==> config.mk <==
export PLATFORM = sky130hd
export DESIGN_NAME = duty_monitor
export DESIGN_NICKNAME = d
export VERILOG_FILES = /design/src/rtl/duty_mon_pkg.sv /design/src/rtl/duty_edge_det.sv /design/src/rtl/duty_monitor.sv
export SDC_FILE = /design/constraint.sdc
export NUM_CORES = 1
export LEC_CHECK = 0
export CELL_PAD_IN_SITES_DETAIL_PLACEMENT = 0
export CELL_PAD_IN_SITES_GLOBAL_PLACEMENT = 1
export CORE_ASPECT_RATIO = 1.2
export CORE_MARGIN = 2
export CORE_UTILIZATION = 34
export CTS_BUF_LIST = sky130_fd_sc_hd__clkbuf_8
export DETAILED_ROUTE_END_ITERATION = 8
export GPL_ROUTABILITY_DRIVEN = 0
export PLACE_DENSITY_LB_ADDON = 0.1
export SLEW_MARGIN = 20
export SYNTH_ARGS = -nofsm -noshare
export SYNTH_HDL_FRONTEND = slang
export SYNTH_SLANG_ARGS = --single-unit
==> constraint.sdc <==
create_clock -name clk -period 3.3 [get_ports clk]
set_input_delay 0.33 -clock clk [delete_from_list [all_inputs] [get_ports clk]]
set_output_delay 0.33 -clock clk [all_outputs]
set_load 0.01 [all_outputs]
==> src/rtl/duty_mon_pkg.sv <==
// Shared state encoding and limits for the duty-cycle monitor.
// Build option DUTY_MON_SYNC_EN (see duty_edge_det) does not change anything here.
package duty_mon_pkg;

    typedef enum logic [1:0] {
        IDLE  = 2'd0,
        HIGH  = 2'd1,
        LOW   = 2'd2,
        STUCK = 2'd3
    } state_e;

    localparam logic [7:0] ERR_MAX = 8'd255;

endpackage

==> src/rtl/duty_edge_det.sv <==
// Edge detector for the monitored waveform: previous-sample register plus rise/fall strobes.
// Define DUTY_MON_SYNC_EN to insert a 2-flop synchronizer ahead of edge detection.
module duty_edge_det (
    input  logic clk,
    input  logic reset,
    input  logic sig_in,
    output logic rise,
    output logic fall
);

    logic sig_src;
    logic sig_d;
    logic sig_q;

`ifdef DUTY_MON_SYNC_EN
    logic sync1_d;
    logic sync1_q;
    logic sync2_d;
    logic sync2_q;

    always_comb begin
        sync1_d = sig_in;
        sync2_d = sync1_q;
    end

    always_ff @(posedge clk or negedge reset) begin
        if (!reset) begin
            sync1_q <= 1'b0;
            sync2_q <= 1'b0;
        end else begin
            sync1_q <= sync1_d;
            sync2_q <= sync2_d;
        end
    end

    assign sig_src = sync2_q;
`else
    assign sig_src = sig_in;
`endif

    always_comb begin
        sig_d = sig_src;
    end

    always_ff @(posedge clk or negedge reset) begin
        if (!reset) begin
            sig_q <= 1'b0;
        end else begin
            sig_q <= sig_d;
        end
    end

    assign rise = sig_src & ~sig_q;
    assign fall = ~sig_src & sig_q;

endmodule

==> src/rtl/duty_monitor.sv <==
// Measures high time and period of a divided-clock waveform and flags duty errors / stuck input.
// DUTY_MON_SYNC_EN (in duty_edge_det) adds two cycles of input synchronization latency.
module duty_monitor
    import duty_mon_pkg::*;
#(
    parameter int PERIOD      = 10,
    parameter int HIGH_CYCLES = 6,
    parameter int CNT_W       = 8
) (
    input  logic             clk,
    input  logic             reset,
    input  logic             sig_in,
    output logic [CNT_W-1:0] meas_high,
    output logic [CNT_W:0]   meas_period,
    output logic             meas_valid,
    output logic             duty_ok,
    output logic             stuck,
    output logic [7:0]       err_cnt
);

    localparam logic [CNT_W-1:0] HIGH_EXP   = CNT_W'(HIGH_CYCLES);
    localparam logic [CNT_W:0]   PERIOD_EXP = (CNT_W + 1)'(PERIOD);
    localparam logic [CNT_W-1:0] CNT_MAX    = '1;
    localparam logic [CNT_W-1:0] CNT_ONE    = CNT_W'(1);

    function automatic logic [7:0] sat_inc(input logic [7:0] cnt);
        return (cnt == ERR_MAX) ? cnt : cnt + 8'd1;
    endfunction

    logic rise;
    logic fall;

    duty_edge_det u_edge (
        .clk    (clk),
        .reset  (reset),
        .sig_in (sig_in),
        .rise   (rise),
        .fall   (fall)
    );

    state_e           state_d,       state_q;
    logic [CNT_W-1:0] hi_cnt_d,      hi_cnt_q;
    logic [CNT_W-1:0] lo_cnt_d,      lo_cnt_q;
    logic [CNT_W-1:0] hi_lat_d,      hi_lat_q;
    logic [CNT_W-1:0] meas_high_d,   meas_high_q;
    logic [CNT_W:0]   meas_period_d, meas_period_q;
    logic             meas_valid_d,  meas_valid_q;
    logic             duty_ok_d,     duty_ok_q;
    logic             stuck_d,       stuck_q;
    logic [7:0]       err_cnt_d,     err_cnt_q;

    logic [CNT_W-1:0] hi_inc;
    logic [CNT_W-1:0] lo_inc;
    logic [CNT_W:0]   period_sum;
    logic             period_match;

    always_comb begin
        hi_inc       = hi_cnt_q + CNT_ONE;
        lo_inc       = lo_cnt_q + CNT_ONE;
        period_sum   = {1'b0, hi_lat_q} + {1'b0, lo_cnt_q};
        period_match = (hi_lat_q == HIGH_EXP) && (period_sum == PERIOD_EXP);
    end

    always_comb begin
        state_d       = state_q;
        hi_cnt_d      = hi_cnt_q;
        lo_cnt_d      = lo_cnt_q;
        hi_lat_d      = hi_lat_q;
        meas_high_d   = meas_high_q;
        meas_period_d = meas_period_q;
        meas_valid_d  = 1'b0;
        duty_ok_d     = duty_ok_q;
        stuck_d       = stuck_q;
        err_cnt_d     = err_cnt_q;

        case (state_q)
            IDLE: begin
                // A fall seen here belongs to a period we never saw start.
                if (rise) begin
                    state_d  = HIGH;
                    hi_cnt_d = CNT_ONE;
                end
            end
            HIGH: begin
                if (fall) begin
                    state_d  = LOW;
                    lo_cnt_d = CNT_ONE;
                    hi_lat_d = hi_cnt_q;
                end else if (hi_inc == CNT_MAX) begin
                    state_d   = STUCK;
                    stuck_d   = 1'b1;
                    duty_ok_d = 1'b0;
                    hi_cnt_d  = '0;
                    lo_cnt_d  = '0;
                end else begin
                    hi_cnt_d = hi_inc;
                end
            end
            LOW: begin
                if (rise) begin
                    meas_high_d   = hi_lat_q;
                    meas_period_d = period_sum;
                    meas_valid_d  = 1'b1;
                    duty_ok_d     = period_match;
                    if (!period_match) begin
                        err_cnt_d = sat_inc(err_cnt_q);
                    end
                    state_d  = HIGH;
                    hi_cnt_d = CNT_ONE;
                    lo_cnt_d = '0;
                end else if (lo_inc == CNT_MAX) begin
                    state_d   = STUCK;
                    stuck_d   = 1'b1;
                    duty_ok_d = 1'b0;
                    hi_cnt_d  = '0;
                    lo_cnt_d  = '0;
                end else begin
                    lo_cnt_d = lo_inc;
                end
            end
            STUCK: begin
                if (rise) begin
                    state_d  = HIGH;
                    stuck_d  = 1'b0;
                    hi_cnt_d = CNT_ONE;
                end else if (fall) begin
                    state_d = IDLE;
                    stuck_d = 1'b0;
                end
            end
            default: begin
                state_d = IDLE;
            end
        endcase
    end

    always_ff @(posedge clk or negedge reset) begin
        if (!reset) begin
            state_q       <= IDLE;
            hi_cnt_q      <= '0;
            lo_cnt_q      <= '0;
            hi_lat_q      <= '0;
            meas_high_q   <= '0;
            meas_period_q <= '0;
            meas_valid_q  <= 1'b0;
            duty_ok_q     <= 1'b0;
            stuck_q       <= 1'b0;
            err_cnt_q     <= 8'd0;
        end else begin
            state_q       <= state_d;
            hi_cnt_q      <= hi_cnt_d;
            lo_cnt_q      <= lo_cnt_d;
            hi_lat_q      <= hi_lat_d;
            meas_high_q   <= meas_high_d;
            meas_period_q <= meas_period_d;
            meas_valid_q  <= meas_valid_d;
            duty_ok_q     <= duty_ok_d;
            stuck_q       <= stuck_d;
            err_cnt_q     <= err_cnt_d;
        end
    end

    assign meas_high   = meas_high_q;
    assign meas_period = meas_period_q;
    assign meas_valid  = meas_valid_q;
    assign duty_ok     = duty_ok_q;
    assign stuck       = stuck_q;
    assign err_cnt     = err_cnt_q;

endmodule

==> run metrics, run 1 <==
Hold Buf Count CTS=0; Total GRT Usage=16.0%; global-route wire length before repair=12.7 mm; post-DR wirelength/cell=16.2 um; Startpoint Class=flop; CTS Sinks=55; ys async rst share=100%; final setup fails=0; post-synthesis compound-gate area fraction=19.7%; CTS buffer count=5; Yosys top cell by area=dfrtp_1; residual overflow from global routing=0; leakage power=1.67 nW; Worst-Margin Slew=0.803 ns; HPWL Detailed=5.54 mm; Crit Path Category=reg -> reg; worst slack, placed=0.415 ns; Gate Count Post-Synth=308; clock slew at reported path FFs=0.10 ns; Max-Cap Viols=0; Layout Cells excl Fill=463; WL final=7.52 mm; Final min period=2.89 ns; CTS tree=yes; register bit total from synthesis=55; HP Class=in -> async; Hold Fails Final Rpt=0; Tcrit/Tclk final=87.7%; list of most frequent post-synthesis cells=dfrtp_1 (55), nand2_1 (27), ha_1 (20), mux2_2 (20), nand3_1 (19); Layout Nets=366; die height=110 um; clk_lat worst skew=0.32 ns; library cells used by synthesis=55; # diodes=0; row count=38; setup TNS=0 ns; switch share=37.8%; Die W=92.1 um; vias per inst=5.29; Final ANT Viol Nets=0; Critical Path AT=3.14 ns; Synth Area in Adders=8.54%; RSZ-0062 raised after global routing=false; initial antenna violation count=0; via count=2449; Setup Buffers After CTS=0; core area=0.00903 sq mm; DRC viols=0; status=finished, final reports clean; Synth Area in XOR/XNOR=2.77%; CP Capture Type=flop; Clock power frac=17.6%; largest family of logic cells by synthesized area=compound AO/OA/AOI/OAI gates; post-synthesis net count=332; 1st-iter DRT viols=103; multiplexer share of the synthesized area=7.43%; # H-tree levels=2; share of layout cells above drive strength 1=13.1%; fin. max-slew vios=0; Post-synth EDFFs=0; clk_skew=0.00690 ns; PwrDens=647 mW/mm^2; top post-synthesis cells by area=dfrtp_1 (43%), ha_1 (7.9%), mux2_2 (7.1%); sequential cell area fraction in the yosys report=43.5%; Inst Count DP=455; Max clock buf depth=2; ys flop type=dfrtp_1; top-count cell post-synth=dfrtp_1; drt first pass iters=4; Fin Hold WS=0.0868 ns; Fillers=906; worst setup margin=0.406 ns; P_int=1.50 mW; CTS resizes=0; NetSw=0.910 mW; Fmax achieved=346 MHz; area share of the largest cell type after synthesis=43.5%; vias in the first global route=2494; combinational share of power=42.4%; Initial Util=35.0%; Mapped Area=0.00316 sq mm; peak fanout along the critical path=6; Reg power frac=40.0%; Max transition margin=46.4%; Die ar.=0.0101 sq mm; Synth-to-Final Area Change=17.6%; Ports=31; required time of the critical path=3.54 ns; Peak VDD IR=0.323 mV; largest net degree at the start of global routing=36; syn_area_per_cell=10.3 sq um; post-synthesis simple-gate area fraction=15.1%; YS warnings=0; Clk Tree Root Cell=clkbuf_8; Port-buffer cells=30
## routing by layer
metal / share of wire [%] / up-vias / track usage [%]
met5: 0 / - / 0
met3: 2.3 / 8 / 2.74
li1: - / 1214 / -
met4: 1.7 / 0 / 5.33
met2: 50 / 39 / 27.7
met1: 46 / 1188 / 20.4
## placed cells by master (no fill, tap or decap), drive strengths merged, types with 5 or more instances in the layout
master,n
buf,7
nor3,7
nand3,20
o31ai,7
and3,6
o21bai,5
a21o,5
clkdlybuf4s50,29
nor2,11
clkbuf,7
mux2,20
xor2,6
dfrtp,55
inv,15
nand2,28
ha,20
a21oi,9
o21ai,18
## layout make-up
class                   count  area, sq um  area share (%)
inverters                  15         56.3            1.51
clock inverters             1         7.51           0.202
repair buffers             36          340            9.15
multi-input cells         229         1690            45.5
clock buffers               7         96.3            2.59
flip-flops and latches     55         1380            37.0
well taps                 120          150            4.04
## path summary, 6_finish.rpt
check | startpoint | end | slack, ns | cells after the start
hold / removal | reset | err_cnt[4] | 0.09 | 1
setup / recovery | lo_cnt_q[0] | err_cnt[5] | 0.41 | 9
max in group asynchronous | reset | hi_lat_q[1] | 2.41 | 2
setup reg to reg | lo_cnt_q[0] | err_cnt[5] | 0.41 | 9
hold reg to reg | meas_period[6] | meas_period[6] | 0.49 | 2
min in group clk | meas_period[6] | meas_period[6] | 0.49 | 2
## per-stage QoR
step           power, mW  cell area (sq um)  utilization (%)
6_report            2.41               3720             41.2
2_1_floorplan       1.62               3160                -
4_1_cts             2.44               3720             41.2
3_3_place_gp        2.01               3620             40.0
5_1_grt             2.62               3720             41.2
3_5_place_dp        2.01               3620             40.0
## logic make-up after synthesis
family,count (synthesis)
AO/OA/AOI/OAI,84
XOR/XNOR,10
adder cells (fa/ha/maj),21
buffers and inverters,24
flip-flops,55
multiplexers,21
AND/OR/NAND/NOR,93
## state kept, by name, indices dropped and copies added (netlist names)
| register | cells |
|---|---|
| duty_ok | 1 |
| err_cnt | 8 |
| hi_cnt_q | 8 |
| hi_lat_q | 8 |
| lo_cnt_q | 8 |
| meas_high | 8 |
| meas_period | 9 |
| meas_valid | 1 |
| state_q | 2 |
| stuck | 1 |
| u_edge.sig_q | 1 |
## power by group through the flow
stage | sequential [mW] | combinational [mW] | clock, mW
after global routing | 0.991 | 1.16 | 0.471
final | 0.963 | 1.02 | 0.423
after floorplan | 0.982 | 0.641 | 0
after global placement | 0.975 | 1.03 | 0
after detailed placement | 0.980 | 1.03 | 0
after CTS | 0.968 | 1.04 | 0.441
## worst max-delay path, cell delays in order (launching register included)
cell,delay [ns]
dfrtp_1,0.45
ha_1,0.25
fa_1,0.43
xnor2_1,0.27
and3_1,0.19
o2111ai_1,0.13
a2111oi_0,0.52
buf_4,0.21
nand2_1,0.13
a41oi_1,0.23
Note: power is estimated with default switching activity, not from simulation.
==> run 2: changes to the inputs <==
--- a/config.mk
+++ b/config.mk
@@ -5,6 +5,7 @@
 export SDC_FILE = /design/constraint.sdc
 export NUM_CORES = 1
 export LEC_CHECK = 0
+export CAP_MARGIN = 20
 export CELL_PAD_IN_SITES_DETAIL_PLACEMENT = 0
 export CELL_PAD_IN_SITES_GLOBAL_PLACEMENT = 1
 export CORE_ASPECT_RATIO = 1.2
==> constraint.sdc (replaced) <==
create_clock -name clk -period 3.24 [get_ports clk]
set_input_delay 0.324 -clock clk [delete_from_list [all_inputs] [get_ports clk]]
set_output_delay 0.324 -clock clk [all_outputs]
set_load 0.01 [all_outputs]
==> run 2 against run 1 <==
First-iteration DRC count fell by 30%. Clock skew shrank 0.0047 ns. Global-route usage grew 0.19 points. Total power grew 0.14%. Combinational power about the same. Critical path type unchanged.
==> run metrics, run 2 (synthesized netlist as in run 1, its figures left out) <==
commonest cells after routing, fill and taps aside=dfrtp_1 (55), clkdlybuf4s50_1 (29), nand2_1 (27); initial antenna violation count=0 (unchanged); # diodes=0 (unchanged); die height=110 um (unchanged); commonest non-fill, non-tap cell in the layout=dfrtp_1; Hold Fails Final Rpt=0 (unchanged); Initial Util=35.0% (unchanged); Reg power frac=40.6% (+0.6 points); WL final=7.70 mm (+2.5%); required time of the critical path=3.45 ns (-0.09 ns); PwrDens=650 mW/mm^2 (+0.34%); Clock power frac=16.3% (-1.3 points); final setup fails=0 (unchanged); row count=38 (unchanged); fin. max-slew vios=0 (unchanged); vias in the first global route=2463 (-1.2%); Layout Nets=367 (+0.27%); # H-tree levels=2 (unchanged); Max clock buf depth=2 (unchanged); CTS buffer count=5 (unchanged); drt first pass iters=4 (unchanged); Worst-Margin Slew=0.857 ns (+0.0538 ns); post-DR wirelength/cell=16.6 um (+2.3%); Critical Path AT=3.01 ns (-0.13 ns); share of layout cells above drive strength 1=13.1% (-0.038 points); HP Class=in -> async; Max transition margin=42.9% (-3.6 points); 1st-iter DRT viols=72 (-30%); combinational share of power=43.0% (+0.6 points); Total GRT Usage=16.2% (+0.19 points); CP Capture Type=flop; Startpoint Class=flop; Fin Hold WS=0.103 ns (+0.0158 ns); Hold Buf Count CTS=0 (unchanged); setup TNS=0 ns (unchanged); clk_skew=0.00216 ns (-0.00474 ns); clock slew at reported path FFs=0.10 ns (about the same); Final min period=2.81 ns (-0.0883 ns); CTS resizes=0 (unchanged); core area=0.00903 sq mm (unchanged); Fmax achieved=356 MHz (+3.1%); via count=2535 (+3.5%); largest net degree at the start of global routing=36 (unchanged); CTS Sinks=55 (unchanged); P_int=1.49 mW (-0.80%); worst r2r src=lo_cnt_q[0]; RSZ-0062 raised after global routing=false; residual overflow from global routing=0 (unchanged); NetSw=0.926 mW (+1.7%); Peak VDD IR=0.306 mV (-5.0%); HPWL Detailed=5.70 mm (+3.0%); vias per inst=5.46 (+3.3%); Final ANT Viol Nets=0 (unchanged); status=finished, final reports clean; peak fanout along the critical path=6 (unchanged); Setup Buffers After CTS=0 (unchanged); leakage power=1.67 nW (about the same); Max-Cap Viols=0 (unchanged); CTS tree=yes; clk_lat worst skew=0.31 ns (about the same); switch share=38.4% (+0.58 points); Ports=31 (unchanged); Crit Path Category=reg -> reg; Synth-to-Final Area Change=17.3%; Port-buffer cells=30 (unchanged); Die ar.=0.0101 sq mm (unchanged); global-route wire length before repair=12.9 mm (+1.6%); DRC viols=0 (unchanged); CP startpoint=lo_cnt_q[0]; Die W=92.1 um (unchanged); Clk Tree Root Cell=clkbuf_8; Largest register FFs=9 (unchanged); Tcrit/Tclk final=86.6% (-1.1 points)
-- run 2: changes by cell type in the layout (fill, tap and decap cells not counted), sizes merged --
cell / change
clkbuf: -2
buf: +1
inv: +2
-- run 2: area by class of cell --
cell class,count,area (sq um)
timing repair buffer,37,348
tap,120,150
fill,915,5320
sequential,55,1380
clock buffer,5,68.8
clock inverter,3,20.0
inverter,15,56.3
multi-input combinational,229,1690
-- run 2: worst paths after layout --
check,slack (ns),cells past startpoint,endpoint
min in group clk,0.49,2,meas_period[6]
hold / removal,0.10,1,err_cnt[2]
max in group asynchronous,2.33,2,hi_lat_q[4]
setup reg to reg,0.43,8,err_cnt[1]
setup / recovery,0.43,8,err_cnt[1]
hold reg to reg,0.49,2,meas_period[6]
-- run 2: critical path, cell delays in order (launching register included) --
cell,delay (ns)
dfrtp_1,0.45
ha_1,0.25
fa_1,0.43
a21o_1,0.21
a311o_1,0.37
a21oi_1,0.23
a31oi_1,0.13
a21oi_1,0.26
mux2_2,0.36
-- run 2: per-stage QoR --
stage | cell area, sq um | util (%) | power, mW | std cells | setup WS, ns
after floorplan | 3160 | - | 1.65 | 308 | 0.670
after global placement | 3620 | 40.1 | 2.04 | 456 | 0.494
after CTS | 3710 | 41.1 | 2.45 | 464 | 0.438
after global routing | 3710 | 41.1 | 2.62 | 464 | 0.273
final | 3710 | 41.1 | 2.41 | 464 | 0.435
after detailed placement | 3620 | 40.1 | 2.04 | 456 | 0.464
-- run 2: power groups by stage --
stage          registers (mW)  logic (mW)  clock network [mW]
4_1_cts                 0.983        1.05               0.417
2_1_floorplan            1.00       0.653                   0
5_1_grt                  1.01        1.16               0.450
3_3_place_gp            0.995        1.05                   0
6_report                0.980        1.04               0.394
3_5_place_dp            0.996        1.04                   0
-- run 2: per-layer routing --
layer / GRT usage, % / wire (um)
met1: 20.7 / 3550
met2: 28.8 / 3850
met3: 2.54 / 234
met4: 3.94 / 65
met5: 0 / 0
